**src/rtl/imm_extend_pipe.sv**
```systemverilog
// rtl/imm_extend_pipe.sv - registered immediate/target generator behind a 2-entry skid buffer
module imm_extend_pipe #(
    parameter int IN_W  = 26,
    parameter int IMM_W = 16,
    parameter int OUT_W = 32
) (
    input  logic             clock,
    input  logic             reset,
    input  logic             in_valid,
    output logic             in_ready,
    input  logic [IN_W-1:0]  in_imm,
    input  logic [2:0]       in_mode,
    input  logic [OUT_W-1:0] in_pc,
    output logic             out_valid,
    input  logic             out_ready,
    output logic [OUT_W-1:0] out_data,
    output logic             out_mode_err
);

    localparam logic [2:0] MODE_ZERO   = 3'd0;
    localparam logic [2:0] MODE_SIGN   = 3'd1;
    localparam logic [2:0] MODE_BRANCH = 3'd2;
    localparam logic [2:0] MODE_JUMP   = 3'd3;
    localparam logic [2:0] MODE_LUI    = 3'd4;

    // PC bits above the jump field survive into the jump target
    localparam logic [OUT_W-1:0] JMASK = {OUT_W{1'b1}} << (IN_W + 2);

    typedef enum logic [1:0] {EMPTY, ONE, TWO} state_t;

    state_t             state;
    logic               rdy_en;
    logic [OUT_W-1:0]   head_data, tail_data;
    logic               head_err, tail_err;

    logic [IMM_W-1:0]         imm;
    logic signed [IMM_W-1:0]  imm_s;
    logic signed [OUT_W-1:0]  sign_ext;
    logic [OUT_W-1:0]         zero_ext;
    logic [OUT_W-1:0]         new_data;
    logic                     new_err;
    logic                     push, pop;

    assign imm      = in_imm[IMM_W-1:0];
    assign imm_s    = imm;
    assign sign_ext = imm_s;
    assign zero_ext = OUT_W'(imm);

    always_comb begin
        new_data = '0;
        new_err  = 1'b0;
        case (in_mode)
            MODE_ZERO:   new_data = zero_ext;
            MODE_SIGN:   new_data = sign_ext;
            MODE_BRANCH: new_data = sign_ext << 2;
            MODE_JUMP:   new_data = (in_pc & JMASK) | OUT_W'({in_imm, 2'b00});
            MODE_LUI:    new_data = zero_ext << (OUT_W - IMM_W);
            default:     new_err  = 1'b1;
        endcase
    end

    // rdy_en keeps in_ready low until the first edge after reset releases
    assign in_ready     = rdy_en && (state != TWO);
    assign out_valid    = (state != EMPTY);
    assign out_data     = head_data;
    assign out_mode_err = head_err;
    assign push         = in_valid && in_ready;
    assign pop          = out_valid && out_ready;

    always_ff @(posedge clock or posedge reset) begin
        if (reset) begin
            state     <= EMPTY;
            rdy_en    <= 1'b0;
            head_data <= '0;
            head_err  <= 1'b0;
            tail_data <= '0;
            tail_err  <= 1'b0;
        end else begin
            rdy_en <= 1'b1;
            case (state)
                EMPTY: begin
                    if (push) begin
                        head_data <= new_data;
                        head_err  <= new_err;
                        state     <= ONE;
                    end
                end
                ONE: begin
                    if (push && pop) begin
                        head_data <= new_data;
                        head_err  <= new_err;
                    end else if (push) begin
                        tail_data <= new_data;
                        tail_err  <= new_err;
                        state     <= TWO;
                    end else if (pop) begin
                        state     <= EMPTY;
                    end
                end
                TWO: begin
                    if (pop) begin
                        head_data <= tail_data;
                        head_err  <= tail_err;
                        state     <= ONE;
                    end
                end
                default: state <= EMPTY;
            endcase
        end
    end

endmodule

```
**config.mk**
```make
export PLATFORM = sky130hd
export DESIGN_NAME = imm_extend_pipe
export DESIGN_NICKNAME = d
export VERILOG_FILES = /design/src/rtl/imm_extend_pipe.sv
export SDC_FILE = /design/constraint.sdc
export NUM_CORES = 1
export LEC_CHECK = 0
export CORE_MARGIN = 4
export CORE_UTILIZATION = 55
export CTS_BUF_LIST = sky130_fd_sc_hd__clkbuf_8
export DETAILED_ROUTE_END_ITERATION = 7
export PLACE_DENSITY = 0.88
export SYNTH_ARGS = -nofsm -noshare
export SYNTH_HDL_FRONTEND = slang
export SYNTH_SLANG_ARGS = --single-unit
export TNS_END_PERCENT = 5
```
**constraint.sdc**
```tcl
create_clock -name clock -period 8.4 [get_ports clock]
set_clock_uncertainty 0.15 [all_clocks]
set_input_delay 2.52 -clock clock [delete_from_list [all_inputs] [get_ports clock]]
set_output_delay 2.52 -clock clock [all_outputs]
set_load 0.02 [all_outputs]
```
==> results of run 1 <==
[routing by layer]
metal	wire, um	track usage [%]	up-vias	part of all wire, %
met5	0	0	-	0
met4	159	9.51	0	1.5
met3	729	3.77	15	7.0
met2	4910	37.7	173	47
met1	4640	36.2	1624	44
li1	-	-	1498	-
[report_power, final]
group | total [mW] | internal [mW] | switching (mW) | leakage (nW)
logic | 0.345 | 0.176 | 0.170 | 1.07
clock network | 0.249 | 0.127 | 0.122 | 0.101
registers | 0.485 | 0.428 | 0.0571 | 0.887
total | 1.08 | 0.730 | 0.349 | 2.05
[cell families after synthesis]
group,count (synthesis),synth area share [%]
mux,82,21.9
buf+inv,56,6.52
flops,69,42.7
compound gates,83,16.7
other cells,1,0.0927
simple gates,75,12.1
[final timing paths]
kind	from	endpoint	slack, ns	cells past startpoint
setup / recovery	state[0]	in_ready	3.05	3
hold / removal	tail_data[1]	tail_data[1]	0.35	1
setup reg to reg	rdy_en	tail_data[17]	5.43	4
hold reg to reg	tail_data[1]	tail_data[1]	0.35	1
max in group asynchronous	reset	tail_data[17]	4.92	3
min in group asynchronous	reset	out_data[6]	2.60	3
[flip-flops by register name, indices dropped and copies added, names as in the netlist]
| register | count |
|---|---|
| out_data | 32 |
| out_mode_err | 1 |
| rdy_en | 1 |
| state | 2 |
| tail_data | 32 |
| tail_err | 1 |
[placed cells by master, fill, tap and decap left out, types with 12 or more instances in the layout]
cell type | netlist | final
a2111oi_0 | 14 | 14
a211oi_1 | 13 | 13
clkbuf_8 | 0 | 12
clkdlybuf4s50_1 | 0 | 71
dfrtp_1 | 69 | 69
inv_1 | 16 | 17
mux2_2 | 48 | 48
mux2i_1 | 29 | 29
nand3b_1 | 14 | 14
nor2_1 | 29 | 29
nor4bb_1 | 14 | 13
o311ai_0 | 15 | 15
o31ai_1 | 29 | 29
[layout make-up]
class,instances,area (um2),area share [%]
Timing Repair Buffer,81,790,16.0
Clock inverter,3,12.5,0.253
Sequential cell,69,1730,34.9
Multi-Input combinational cell,241,2070,41.8
Tap cell,99,124,2.50
Clock buffer,12,165,3.34
Inverter,16,60.1,1.21
[metrics by stage]
step / cell area (um2) / instances / util (%) / power, mW / setup slack (ns)
4_1_cts: 4940 / 520 / 68.4 / 1.08 / 3.07
6_report: 4950 / 521 / 68.6 / 1.08 / 3.05
3_3_place_gp: 4760 / 505 / 66.0 / 0.814 / 2.82
2_1_floorplan: 4050 / 366 / - / 0.686 / 3.99
3_5_place_dp: 4760 / 505 / 66.0 / 0.833 / 2.81
5_1_grt: 4950 / 521 / 68.6 / 1.13 / 2.87
==> impl_metrics.toml, run 1 <==
[outcome]
status = "complete, no violations"

[global_route]
grt.overflow.total = 0
grt_pass1_wl_mm = 17.3
track_usage_pct = 25.0
grt_pass1_vias = 3339
grt_max_degree = 70
antenna_found_initial = 0

[synthesis]
synth.most_common_cell = "dfrtp_1"
yosys.area.top_type = "dfrtp_1"
yosys_warnings = 0
syn_nets = 431
yosys-top-cells-area = "dfrtp_1, mux2_2, mux2i_1"
synth_ff_type = "dfrtp_1"
ys_ff_latch = 69
synth_edf_count = 0
synth_top_area_share_pct = 42.7
synthTopCellsByCount = "dfrtp_1, mux2_2, mux2i_1, nor2_1, o31ai_1"
syn_inst = 366
ys_seq_area_share_pct = 42.7
syn_area_um2 = 4050
syn_area_per_cell_um2 = 11.1
ys_types = 38
synthArstFlopShare_pct = 100

[cells_and_area]
diodes = 0
drive_gt1_share_pct = 19.0
area_delta_synth_final_pct = 22.3
n_fill_cell = 559
nNetsFinal = 483

[timing]
fin_crit_sh_pct = 63.7
slew_viol_final = 0
worst_pin_slew_ns = 1.04
finalCriticalPeriod_ns = 5.35
fin_setup_tns_ns = 0
fmax_mhz = 187
whs_ns = 0.346
slew_headroom_pct = 30.7
rsz0062_at_grt = "false"
finalSetupViolations = 0
hold_viol_final = 0

[drt]
ant_nets = 0
first_pass_iters = 5
vias_per_cell = 6.35
drt_iter0_markers = 292
routed_wl_mm = 10.4
vias = 3310
drc_errors = 0
wl_per_cell_um = 20.0

[clocking]
cts-root-buf = "clkbuf_8"
cts-htree-levels = 3
clkTransAtPathRegs_ns = 0.07
postCtsSetupRepairBufs = 0
worstSkewPairLatency_ns = 0.35
cts_resized = 0
clk_path_buf_depth = 2
cts_tree = "yes"
hold_buffers = 0
clock-sinks = 69
numCtsBuffers = 9

[worst_setup_path]
start_kind = "flop"
end_kind = "output pin"
critPathTopFamily = "simple AND/OR/NAND/NOR gates"
slowest_stage = "nand2b_1"
cp_max_fo = 21
worstPathCellList = "nand2b_1, and2_1, clkdlybuf4s50_1"
crit_type = "reg -> out"
crit_required_ns = 5.73
cp_num_buf_inv = 1
cp_slowest_stage_delay_ns = 0.79
arrival_ns = 2.68

[worst_hold_path]
hold_path.class = "reg -> reg"

[placed_design]
place_congestion = 0.799
port_buffers = 71
dpl.hpwl_mm = 6.69

[floorplanning]
row_count = 31
initial_utilization_pct = 56.1
dieArea_um2 = 8790
core_area_um2 = 7210
die_y_um = 93.8
pin_count = 100
die_w_um = 93.8

[pwr]
power_density_nw_per_um2 = 218
ir_drop_mv = 0.128
p_leak_nw = 2.05

[flow_run]
cap_violations = 0
Note: power is estimated with default switching activity, not from simulation.
==> inputs of run 2 (changes only) <==
--- a/config.mk
+++ b/config.mk
@@ -6,10 +6,10 @@
 export NUM_CORES = 1
 export LEC_CHECK = 0
 export CORE_MARGIN = 4
-export CORE_UTILIZATION = 55
+export CORE_UTILIZATION = 46
 export CTS_BUF_LIST = sky130_fd_sc_hd__clkbuf_8
 export DETAILED_ROUTE_END_ITERATION = 7
-export PLACE_DENSITY = 0.88
+export PLACE_DENSITY = 0.78
 export SYNTH_ARGS = -nofsm -noshare
 export SYNTH_HDL_FRONTEND = slang
 export SYNTH_SLANG_ARGS = --single-unit
==> constraint.sdc (replaced) <==
create_clock -name clock -period 4.5 [get_ports clock]
set_clock_uncertainty 0.15 [all_clocks]
set_input_delay 1.35 -clock clock [delete_from_list [all_inputs] [get_ports clock]]
set_output_delay 1.35 -clock clock [all_outputs]
set_load 0.02 [all_outputs]
==> run 2 against run 1 <==
  * Critical path depth increased by 1
  * Global-route usage fell by 4.0 points
  * Worst setup slack lost 2.1 ns
  * Sequential cell count unchanged
  * Clock power is 120% higher
  * Non-clock buffer count increased by 6
  * Final cell count rose by 2.5%
  * Die area rose by 18%
  * Hold slack worse by 0.013 ns
  * Critical path type is now in -> reg
  * Largest power group unchanged
  * Highest routed layer unchanged
==> impl_metrics.toml, run 2 (same netlist as run 1, synthesis figures left out) <==
[pwr]
switching_share_pct = 31.3
sequentialPowerShare_pct = 43.0
p_leak_nw = 2.09
power_frac_comb_pct = 30.9
total_power_mw = 2.09
switchingPower_mw = 0.654
power.internal_mw = 1.43
power_density_nw_per_um2 = 415
clockPowerShare_pct = 26.0
ir_drop_mv = 0.245

[clocking]
cts-root-buf = "clkbuf_8"
clk_path_buf_depth = 2
numCtsBuffers = 9
cts-htree-levels = 3
cts_tree = "yes"
worstSkewPairLatency_ns = 0.35
hold_buffers = 0
clkTransAtPathRegs_ns = 0.07
postCtsSetupRepairBufs = 0
cts_resized = 0
clock-sinks = 69

[timing]
fin_crit_sh_pct = 79.5
slew_headroom_pct = 31.6
finalCriticalPeriod_ns = 3.58
fin_setup_tns_ns = 0
fmax_mhz = 280
finalSetupViolations = 0
hold_viol_final = 0
worst_pin_slew_ns = 1.03
slew_viol_final = 0
layout_setup_ws_ns = 0.924
rsz0062_at_grt = "false"
whs_ns = 0.333

[worst_setup_path]
end_kind = "flop"
slowest_stage = "clkdlybuf4s50_1"
cp_num_buf_inv = 1
start_kind = "input pin"
crit_required_ns = 4.54
worstPathCellList = "clkdlybuf4s50_1, mux2_2, a2111oi_0, o31ai_1"
arrival_ns = 3.61
critPathTopFamily = "buffers and inverters"
cp_max_fo = 23
crit_type = "in -> reg"
cp_slowest_stage_delay_ns = 1.10

[global_route]
grt.overflow.total = 0
antenna_found_initial = 0
track_usage_pct = 21.0
grt_pass1_wl_mm = 16.9
grt_pass1_vias = 3361
grt_max_degree = 49

[placed_design]
pre_cts_ws_ns = 0.607
dpl.hpwl_mm = 7.09
port_buffers = 71
placed_cell_area_um2 = 4820
place_congestion = 0.860
place_inst = 518

[floorplanning]
row_count = 33
initial_utilization_pct = 48.3
die_y_um = 102
core_area_um2 = 8380
die_w_um = 102
pin_count = 100
dieArea_um2 = 10400

[cells_and_area]
nNetsFinal = 489
drive_gt1_share_pct = 20.0
final_util_pct = 60.0
layout.cells.non_filler = 534
postLayoutCellArea_um2 = 5030
area_delta_synth_final_pct = 24.2
diodes = 0
final_common_cell = "clkdlybuf4s50_1"
final_cell_mix = "clkdlybuf4s50_1, dfrtp_1, mux2_2"

[drt]
drc_errors = 0
drt_iter0_markers = 171
first_pass_iters = 5
routed_wl_mm = 10.5
vias_per_cell = 6.17
wl_per_cell_um = 19.7
ant_nets = 0
vias = 3297

[outcome]
status = "complete, no violations"

[worst_hold_path]
hold_path.class = "reg -> reg"

[flow_run]
cap_violations = 0
==> run 2: changes by cell type in the layout (fill, tap and decap cells not counted), sizes merged <==
cell      change
bufinv        +2
buf           +6
clkinvlp      +1
inv           +1
clkbuf        -3
==> run 2: worst paths after layout <==
check | slack (ns) | start | depth (start not counted) | to
hold / removal | 0.33 | tail_err | 1 | tail_err
setup reg to reg | 1.89 | state[0] | 5 | tail_data[4]
min in group asynchronous | 1.42 | reset | 2 | out_data[8]
hold reg to reg | 0.33 | tail_err | 1 | tail_err
setup / recovery | 0.92 | in_mode[0] | 4 | out_data[25]
max in group asynchronous | 2.01 | reset | 3 | tail_data[20]
==> run 2: routing by layer <==
| metal | up-vias | GRT usage (%) | wire (um) |
|---|---|---|---|
| met3 | 20 | 4.96 | 967 |
| met5 | - | 0 | 0 |
| met4 | 0 | 7.67 | 151 |
| met1 | 1618 | 28.3 | 4550 |
| li1 | 1508 | - | - |
| met2 | 151 | 32.9 | 4860 |
==> run 2: worst register-to-register path, delay by kind of cell (launching register included) <==
kind	cells	cell delay, ns
and+or+nand+nor	2	0.43
DFF	1	0.76
buffers and inverters	2	0.73
muxes	1	0.43
==> run 2: layout make-up <==
class                           count  area, um2
Inverter                           16       60.1
Fill cell                         707       3350
Timing Repair Buffer               87        831
Clock inverter                      7       83.8
Clock buffer                        9        124
Multi-Input combinational cell    241       2070
Tap cell                          105        131
Sequential cell                    69       1730
==> run 2: power by group through the flow <==
stage               sequential, mW  combinational (mW)  clock, mW
finish                       0.899               0.646      0.544
global route                 0.922               0.699      0.577
CTS                          0.898               0.652      0.551
detailed placement           0.909               0.648          0
global placement             0.902               0.630          0
floorplan                    0.970               0.310          0
==> inputs of run 3 (changes only) <==
--- a/config.mk
+++ b/config.mk
@@ -6,10 +6,10 @@
 export NUM_CORES = 1
 export LEC_CHECK = 0
 export CORE_MARGIN = 4
-export CORE_UTILIZATION = 46
+export CORE_UTILIZATION = 51
 export CTS_BUF_LIST = sky130_fd_sc_hd__clkbuf_8
 export DETAILED_ROUTE_END_ITERATION = 7
-export PLACE_DENSITY = 0.78
+export PLACE_DENSITY = 0.82
 export SYNTH_ARGS = -nofsm -noshare
 export SYNTH_HDL_FRONTEND = slang
 export SYNTH_SLANG_ARGS = --single-unit
==> constraint.sdc (replaced) <==
create_clock -name clock -period 3.6 [get_ports clock]
set_clock_uncertainty 0.15 [all_clocks]
set_input_delay 1.08 -clock clock [delete_from_list [all_inputs] [get_ports clock]]
set_output_delay 1.08 -clock clock [all_outputs]
set_load 0.02 [all_outputs]
==> run 3 against run 2 <==
  * Register-to-register slack worse by 0.91 ns
  * Sequential share of layout area down 0.14 points
  * Via count is 1.5% higher
  * Critical path type is now reg -> out
  * Utilization is 5.4 points higher
  * Sequential cell count unchanged
  * Worst setup slack got worse by 0.57 ns
  * Die area down 9.0%
  * Hold slack better by 0.0072 ns
  * Largest power group unchanged
==> impl_metrics.toml, run 3 (same netlist as run 1, synthesis figures left out) <==
[worst_hold_path]
hold_path.class = "reg -> reg"
holdPathStages = 1
hold_start = "tail_err"

[timing]
whs_ns = 0.340
fin_setup_tns_ns = 0
finalCriticalPeriod_ns = 3.24
worst_pin_slew_ns = 0.938
hold_viol_final = 0
finalSetupViolations = 0
fin_crit_sh_pct = 90.1
slew_headroom_pct = 37.3
rsz0062_at_grt = "false"
fmax_mhz = 308
slew_viol_final = 0
layout_setup_ws_ns = 0.356

[floorplanning]
initial_utilization_pct = 52.4
row_count = 32
pin_count = 100
die_w_um = 97.1
core_area_um2 = 7730
dieArea_um2 = 9420
die_y_um = 97.1

[drt]
first_pass_iters = 5
drc_errors = 0
wl_per_cell_um = 20.1
vias_per_cell = 6.29
vias = 3348
routed_wl_mm = 10.7
ant_nets = 0
drt_iter0_markers = 198

[worst_setup_path]
cp_slowest_stage_delay_ns = 0.74
crit_type = "reg -> out"
start_kind = "flop"
crit_start = "state[0]"
arrival_ns = 2.01
slowest_stage = "dfrtp_1"
end_kind = "output pin"
worstPathCellList = "nand2b_1, and2_1, clkdlybuf4s50_1"
cp_max_fo = 21
rr_worst_depth = 5
r2r_start = "state[1]"
crit_required_ns = 2.37

[clocking]
worstSkewPairLatency_ns = 0.34
hold_buffers = 0
clk_path_buf_depth = 2
postCtsSetupRepairBufs = 0
cts_tree = "yes"
cts-root-buf = "clkbuf_8"
cts-htree-levels = 3
clock-sinks = 69
cts_resized = 0
clkTransAtPathRegs_ns = 0.08
numCtsBuffers = 9

[pwr]
power.internal_mw = 1.75
clockPowerShare_pct = 24.8
power_density_nw_per_um2 = 512
switching_share_pct = 32.3
switchingPower_mw = 0.835
sequentialPowerShare_pct = 43.7
p_leak_nw = 2.09
ir_drop_mv = 0.311
power_frac_comb_pct = 31.5

[placed_design]
port_buffers = 71
place_inst = 516
dpl.hpwl_mm = 7.16
pre_cts_ws_ns = 0.263
place_congestion = 0.806

[cells_and_area]
nNetsFinal = 490
layout.cells.non_filler = 532
final_cell_mix = "clkdlybuf4s50_1, dfrtp_1, mux2_2"
diodes = 0
final_common_cell = "clkdlybuf4s50_1"
area_delta_synth_final_pct = 24.8
drive_gt1_share_pct = 20.7

[global_route]
grt.overflow.total = 0
antenna_found_initial = 0
track_usage_pct = 23.1
grt_pass1_vias = 3493
grt_pass1_wl_mm = 17.8
grt_max_degree = 51

[outcome]
status = "complete, no violations"

[flow_run]
cap_violations = 0
## run 3: cell type report
type / count / area, um2
well taps: 102 / 128
clock buffers: 10 / 138
multi-input cells: 241 / 2070
inverters: 16 / 60.1
flip-flops and latches: 69 / 1730
repair buffers: 88 / 863
clock inverters: 6 / 62.6
fillers: 597 / 2680
## run 3: path summary, 6_finish.rpt
path / to / slack [ns]
min in group asynchronous: tail_data[12] / 0.94
hold / removal: tail_err / 0.34
max in group asynchronous: tail_data[28] / 1.72
setup reg to reg: out_data[10] / 0.98
setup / recovery: in_ready / 0.36
hold reg to reg: tail_err / 0.34
## run 3: routing by layer
layer / global-route usage (%) / routed length, um / vias to the layer above / share of wire [%]
met2: 35.0 / 4840 / 190 / 45
met1: 32.7 / 4730 / 1634 / 44
met4: 7.78 / 193 / 0 / 1.8
li1: - / - / 1509 / -
met5: 0 / 0 / - / 0
met3: 5.31 / 933 / 15 / 8.7
## run 3: critical path: cells and delay by family, from the launching register on
kind,cells,cell delay (ns)
flops,1,0.74
buf+inv,1,0.60
simple gates,2,0.34
## run 3: power by group through the flow
stage	registers (mW)	logic, mW	clock network [mW]
5_1_grt	1.16	0.882	0.685
4_1_cts	1.13	0.819	0.654
3_5_place_dp	1.14	0.815	0
2_1_floorplan	1.21	0.388	0
6_report	1.13	0.815	0.642
3_3_place_gp	1.13	0.789	0
## run 3: through the flow
stage	util, %	cell area (um2)	power, mW
2_1_floorplan	-	4050	1.60
3_3_place_gp	62.7	4850	1.91
3_5_place_dp	62.7	4850	1.96
4_1_cts	65.3	5050	2.60
5_1_grt	65.3	5050	2.72
6_report	65.3	5050	2.59
